<file path="config.mk">
export PLATFORM = sky130hd
export DESIGN_NAME = membus_arbiter
export DESIGN_NICKNAME = d
export VERILOG_FILES = /design/src/rtl/membus_arbiter.sv
export SDC_FILE = /design/constraint.sdc
export NUM_CORES = 1
export LEC_CHECK = 0
export CAP_MARGIN = 15
export CORE_AREA = 2 2 210 212
export DETAILED_ROUTE_END_ITERATION = 8
export DIE_AREA = 0 0 212 214
export GPL_ROUTABILITY_DRIVEN = 0
export GPL_TIMING_DRIVEN = 0
export PLACE_DENSITY_LB_ADDON = 0.25
export SYNTH_ARGS = -nofsm -noshare
export SYNTH_HDL_FRONTEND = slang
export SYNTH_SLANG_ARGS = --single-unit
</file>
<file path="constraint.sdc">
create_clock -name clk -period 2.4 [get_ports clk]
set_input_delay 0.72 -clock clk [delete_from_list [all_inputs] [get_ports clk]]
set_output_delay 0.72 -clock clk [all_outputs]
set_load 0.01 [all_outputs]
</file>
<file path="src/rtl/membus_arbiter.sv">
// membus_arbiter: two-source (instruction/data) arbiter onto a single
// in-order memory/MMIO bus, with a tag FIFO routing responses back to
// the requester and a starvation counter that forces an instruction win.
module membus_arbiter #(
    parameter int unsigned ADDR_WIDTH   = 64,
    parameter int unsigned DATA_WIDTH   = 64,
    parameter int unsigned DEPTH        = 4,
    parameter int unsigned STARVE_LIMIT = 4
) (
    input  logic                        clk,
    input  logic                        rst,

    input  logic                        i_valid,
    input  logic [ADDR_WIDTH-1:0]       i_addr,
    output logic                        i_ready,
    output logic                        i_rvalid,
    output logic [DATA_WIDTH-1:0]       i_rdata,

    input  logic                        d_valid,
    input  logic [ADDR_WIDTH-1:0]       d_addr,
    input  logic                        d_wen,
    input  logic [DATA_WIDTH-1:0]       d_wdata,
    input  logic [DATA_WIDTH/8-1:0]     d_wmask,
    output logic                        d_ready,
    output logic                        d_rvalid,
    output logic [DATA_WIDTH-1:0]       d_rdata,

    output logic                        m_valid,
    output logic [ADDR_WIDTH-1:0]       m_addr,
    output logic                        m_wen,
    output logic [DATA_WIDTH-1:0]       m_wdata,
    output logic [DATA_WIDTH/8-1:0]     m_wmask,
    input  logic                        m_ready,
    input  logic                        m_rvalid,
    input  logic [DATA_WIDTH-1:0]       m_rdata,

    output logic [$clog2(DEPTH+1)-1:0]  outstanding,
    output logic                        err_unexpected_rsp
);

    localparam int unsigned OW = $clog2(DEPTH + 1);
    localparam int unsigned PW = $clog2(DEPTH);
    localparam int unsigned SW = $clog2(STARVE_LIMIT + 1);

    typedef enum logic {
        TAG_I = 1'b0,
        TAG_D = 1'b1
    } tag_t;

    tag_t           tag_mem [DEPTH];
    logic [PW-1:0]  wr_ptr;
    logic [PW-1:0]  rd_ptr;
    logic [SW-1:0]  starve_cnt;

    tag_t           grant;
    tag_t           head;
    logic           full;
    logic           empty;
    logic           starved;
    logic           push;
    logic           pop;

    // Grant selection, request forwarding and response routing
    always_comb begin
        full    = (outstanding == OW'(DEPTH));
        empty   = (outstanding == '0);
        starved = i_valid && (starve_cnt == SW'(STARVE_LIMIT));
        grant   = (d_valid && !starved) ? TAG_D : TAG_I;
        head    = tag_mem[rd_ptr];

        m_valid = !rst && (i_valid || d_valid) && !full;
        i_ready = !rst && m_ready && !full && (grant == TAG_I);
        d_ready = !rst && m_ready && !full && (grant == TAG_D);
        push    = m_valid && m_ready;
        pop     = !rst && m_rvalid && !empty;

        if (grant == TAG_D) begin
            m_addr  = d_addr;
            m_wen   = d_wen;
            m_wdata = d_wdata;
            m_wmask = d_wmask;
        end else begin
            m_addr  = i_addr;
            m_wen   = 1'b0;
            m_wdata = '0;
            m_wmask = '0;
        end

        i_rvalid = pop && (head == TAG_I);
        d_rvalid = pop && (head == TAG_D);
        i_rdata  = m_rdata;
        d_rdata  = m_rdata;
    end

    // Tag storage; contents are don't-care until written, so no reset
    always_ff @(posedge clk) begin
        if (push) begin
            tag_mem[wr_ptr] <= grant;
        end
    end

    // FIFO pointers, occupancy and the sticky protocol-error flag
    always_ff @(posedge clk or posedge rst) begin
        if (rst) begin
            wr_ptr             <= '0;
            rd_ptr             <= '0;
            outstanding        <= '0;
            err_unexpected_rsp <= 1'b0;
        end else begin
            if (push) begin
                wr_ptr <= wr_ptr + PW'(1);
            end
            if (pop) begin
                rd_ptr <= rd_ptr + PW'(1);
            end
            outstanding <= outstanding + OW'(push) - OW'(pop);
            if (m_rvalid && empty) begin
                err_unexpected_rsp <= 1'b1;
            end
        end
    end

    // Consecutive data wins while instruction waits, saturating at the limit
    always_ff @(posedge clk or posedge rst) begin
        if (rst) begin
            starve_cnt <= '0;
        end else if (!i_valid || (push && grant == TAG_I)) begin
            starve_cnt <= '0;
        end else if (push && grant == TAG_D) begin
            if (starve_cnt != SW'(STARVE_LIMIT)) begin
                starve_cnt <= starve_cnt + SW'(1);
            end
        end
    end

endmodule

</file>
### Word level (Yosys, flattened, before mapping)

Memory sizes are Yosys's and may differ from the RTL's.
Cells that the tools add are included.

* register bits after elaboration: 11
* memory bits (writable): 4
* input bits: 271
* output and inout port bits: 274
* logic and storage cells: 53
* memories: 1

* add/sub/neg operators: 5
* eq/ne operators: 3
* muxes and demuxes: 10
* bitwise logic cells: 2
* reduce and logical (&&, ||, !) cells: 27

Memory list
* tag_mem: depth 4, width 1, rd ports 1, clocked after memory_dff 0, wr ports 1, RTL line 50 `tag_t tag_mem [DEPTH];`

Operators by type and width (count)
* 64-bit 2-to-1 mux: 2
* 1-bit logical AND: 16
* 3-bit 2-to-1 mux: 3
* 8-bit 2-to-1 mux: 1
* 3-bit == test (second input constant): 2
* 1-bit logical NOT: 5
* 2-bit by 1-bit adder with 2-bit output (second input constant): 2
* 1-bit 2-to-1 mux: 4
* 2-bit nonzero test: 2
* 3-bit by 1-bit adder with 3-bit output: 1
* 3-bit by 1-bit adder with 3-bit output (second input constant): 1
* 3-bit logical NOT: 1
* 3-bit != test (second input constant): 1
* 3-bit by 1-bit subtractor with 3-bit output: 1
* 1-bit logical OR: 2
* 1-bit inverter: 2
* 2-bit AND reduction: 1

### Depth between registers and ports, before layout

* depth after elaboration: 10
* depth in mapped cells: 11
* depth with buffers taken out: 10

### Worst setup path before layout

OpenSTA, ideal clock, no wires.

* kind: input port to flip-flop
* start point: input rst
* end point: register outstanding[2]
* setup time: 0.133 ns
* arrival time: 2.341 ns
* required time: 2.267 ns
* path slack: -0.074 ns
* stages on the path: 10
* buffers on the path: 0
* path through: nand2b_1 nor3_4 inv_1 ha_1 inv_1 ha_1 inv_1 fa_1 xnor2_1 xnor2_1

* longest elaborated chain between the ends: 6
* elaborated cells on any way between the ends: 8
* those cells by class: add/sub (2); reduce/logical (6)

RTL lines
* from (decl): RTL line 11 `input logic rst,`
* 1-bit logical NOT (no source line) *
* 1-bit logical AND (2 in series): RTL line 71 `m_valid = !rst && (i_valid || d_valid) && !full;`
* 1-bit logical AND: RTL line 74 `push = m_valid && m_ready;`
* 3-bit by 1-bit adder with 3-bit output: RTL line 116 `outstanding <= outstanding + OW'(push) - OW'(pop);`
* 3-bit by 1-bit subtractor with 3-bit output *: RTL line 116
* to (signal assigned): RTL line 116
* to (decl): RTL line 37 `output logic [$clog2(DEPTH+1)-1:0] outstanding,`

Mark *: on every way between the ends. The rest lies on a longest branch, timed or not.
A chain may end at the register's enable or synchronous reset.

### Worst setup path in the final report

* start point: register starve_cnt[0]
* end point: output m_addr[62]

* longest elaborated chain between the ends: 6

RTL lines
* from (decl): RTL line 53 `logic [SW-1:0] starve_cnt;`
* from (signal assigned): RTL line 131 `starve_cnt <= starve_cnt + SW'(1);`
* 3-bit == test: RTL line 67 `starved = i_valid && (starve_cnt == SW'(STARVE_LIMIT));`
* 1-bit logical AND: RTL line 67
* 1-bit logical NOT: RTL line 68 `grant = (d_valid && !starved) ? TAG_D : TAG_I;`
* 1-bit logical AND: RTL line 68
* 1-bit 2-to-1 mux: RTL line 68
* 64-bit 2-to-1 mux: RTL line 77 `if (grant == TAG_D) begin`
* to (decl): RTL line 29 `output logic [ADDR_WIDTH-1:0] m_addr,`

No other way between the ends.

==> reports/metrics.yaml <==
run_status:
  status: "finished with violations"
  violations: "negative setup slack"
synthesis:
  ys_seq_elements: 15
  syn-num-nets: 644
  synthDistinctLibCells: 38
  yosysSeqAreaShare_pct: 11.65
  netlist.area_leader.share_pct: 28.31
  synthTopCellsByArea: "buf_4 (28%), mux2_4 (22%), and3_1 (13%)"
  synth_top_area_cell: "buf_4"
  synthArstFlopShare_pct: 73.33
  synth_area_um2: 3395
  ys_warn_count: 0
  postSynthCellCount: 364
  synth_ff_type: "dfrtp_1"
  synth-edff-count: 4
  avgSynthCellArea_um2: 9.326
detailed_routing:
  remaining_drc_errors: 0
  drtIter0Drc: 66
  antenna_left: 0
  dr_wl_met2_mm: 11.58
  wl_per_cell_um: 13.92
  detail_route.first_pass.iterations: 4
  vias: 4500
  wl_met1_mm: 6.712
  top_layer_used: "met4"
  post_drt_via_cell_ratio: 3.041
  routed_wl_mm: 20.60
  wl_met3_mm: 2.148
sta:
  finalCritPeriodShare_pct: 112.7
  holdWs_ps: 453.2
  setup_viol: 70
  post-route-min-period_ps: 2706
  fmaxAchievable_ghz: 0.3696
  worst_slack_ps: -305.9
  hold_violations: 0
  fin_skew_ps: 2.625
  slew_viol_final: 0
  worst_pin_slew_ps: 485.0
  rsz0062_at_grt: "yes"
  slew_headroom_pct: 67.63
floorplanning:
  initial_core_util_pct: 7.915
  core-area_um2: 42890
  dieWidth_um: 212
  dieArea_um2: 45370
  row_count: 76
  ios: 545
  die_height_um: 214
pwr:
  switching_share_pct: 31.89
  clockPowerShare_pct: 11.8
  sequentialPowerShare_pct: 16.4
  power.internal_w: 0.001893
  power.leakage_nw: 4.521
  p_sw_w: 0.0008864
  pwr-share-comb_pct: 71.7
  irDropWorstVdd_uv: 227.3
  powerDensity_nw_per_um2: 289.1
worst_setup_path:
  ff2ff_path_depth: 14
  path_max_fanout: 4
  start_kind: "register"
  r2r_start: "starve_cnt[0]"
  arrival_ps: 1990
  crit_path_end_kind: "output pin"
  reg2reg_to: "starve_cnt[1]"
  r2r_setup_slack_ps: 80
  crit_type: "register to output pin"
  cp.required_ps: 1680
global_routing:
  track_usage_pct: 8.169
  overflow: 0
  grt_pass1_wl_mm: 28.48
  grt_max_degree: 12
  grt_antenna_before_repair: 2
  grt_pass1_vias: 4615
job:
  maxCapViolations: 0
clock_network:
  cts_tree: "yes"
  numClockSinks: 15
  clk_pin_slew_ps: 50
  cts_max_level: 1
  cts_buffers: 3
  worstSkewPairLatency_ps: 240
  clock-root-buffer: "clkbuf_16"
  cts_buffer_depth: 2
finish:
  final_util_pct: 22.42
  seqCellArea_um2: 396.6
  nets: 1175
  drive_gt1_share_pct: 47.09
  multi_input_area_um2: 1943
  fillers: 4678
  area_growth_pct: 183.3
min_path:
  worstHoldStart: "err_unexpected_rsp"
  hp-class: "register to register"
  min_to: "err_unexpected_rsp"
  min_path_cells: 1
place:
  dp_slack_ps: -1327
  hpwl_mm: 17.62
  portBuffers: 479
-- state kept, by name, summed over array words and instances, names as in the netlist --
register / count
tag_mem: 4
outstanding: 3
starve_cnt: 3
rd_ptr: 2
wr_ptr: 2
err_unexpected_rsp: 1
-- layer usage --
metal	GRT usage, %	vias to the layer above
met5	0	-
met4	1.315	0
met3	2.170	10
met2	17.10	278
met1	7.806	2040
li1	-	2172
-- logic make-up (layout without fill, tap and decap cells) --
kind of cell	count (synthesis)	after routing	synth area share [%]
compound gates	5	5	0.9951
fa+ha+maj	9	9	3.539
mux	66	66	27.64
xor+xnor	5	5	1.290
simple gates	101	101	19.79
buf+inv	163	693	35.09
flops	15	15	11.65
other cells	0	1	0
-- power groups by stage --
stage	clock network (W)	logic, W	registers [W]
final	0.000329	0.00199	0.000457
after global routing	0.000351	0.00215	0.000476
after CTS	0.000341	0.00197	0.000445
after detailed placement	0	0.00186	0.000450
after global placement	0	0.00187	0.000450
after floorplan	0	0.000791	0.000444
-- stage by stage --
stage / instance area (um2) / total power [W] / TNS [ps] / cells
global route: 9614 / 0.002973 / -20270 / 1479
CTS: 9587 / 0.002761 / -27220 / 1466
finish: 9617 / 0.002780 / -14380 / 1480
detailed placement: 8926 / 0.002314 / -149890 / 1428
global placement: 8926 / 0.002320 / -149560 / 1428
floorplan: 3400 / 0.001236 / 0 / 364
-- worst max path at each step --
stage | from | endpoint | slack, ps
global route | starve_cnt[0] | m_addr[62] | -390
floorplan | i_valid | outstanding[2] | 10
finish | starve_cnt[0] | m_addr[62] | -310
global placement | d_valid | m_wdata[28] | -1310
CTS | i_valid | m_wdata[19] | -350
detailed placement | d_valid | m_wdata[28] | -1330
-- cells in the final DEF (no fill, tap or decap), types with 7 or more instances in the layout --
master           Yosys  routed
buf_6                1      84
and3_1              73      71
dfrtp_1             11      10
clkbuf_2             0      65
clkdlybuf4s50_1      0     336
buf_8                2       9
buf_4              128     146
inv_1               11       8
ha_1                 8       7
buf_12               4      17
dlygate4sd2_1        0       7
mux2_4              49      64
-- cell usage after synthesis (4+ instances only) --
master	number
inv_1	11
edfxtp_1	4
buf_4	128
mux2_4	49
clkbuf_1	14
dfrtp_1	11
mux2_2	16
and2_1	5
buf_12	4
ha_1	8
and3_1	73
nand2_1	5
-- final cells by class --
| cell class | instances | area share, % |
|---|---|---|
| flip-flops and latches | 15 | 4.124 |
| plain buffers | 150 | 13.08 |
| repair buffers | 528 | 53.67 |
| clock buffers | 3 | 0.7806 |
| multi-input cells | 186 | 20.21 |
| clock inverters | 1 | 0.07806 |
| diodes | 1 | 0.02602 |
| inverters | 11 | 0.4294 |
| well taps | 585 | 7.611 |
-- worst max-delay path, cell delays in order, from the launching register on --
cell and delay [ps]:
dfrtp_1 390, inv_2 90, ha_4 150, nand3_4 120, nand2_8 120, buf_12 130
buf_12 130, buf_12 110, buf_6 100, mux2_4 290, buf_6 120
-- what timing repair did --
action                                  4_1_cts  5_1_grt
gates cloned                                  2        1
endpoints found under the setup margin      144      142
hold buffers                                  0        0
resized for setup                           466      191
setup buffers                                33       18
hold endpoints to repair                      0        0
pin swaps                                     5        4
Note: power is estimated with default switching activity, not from simulation.
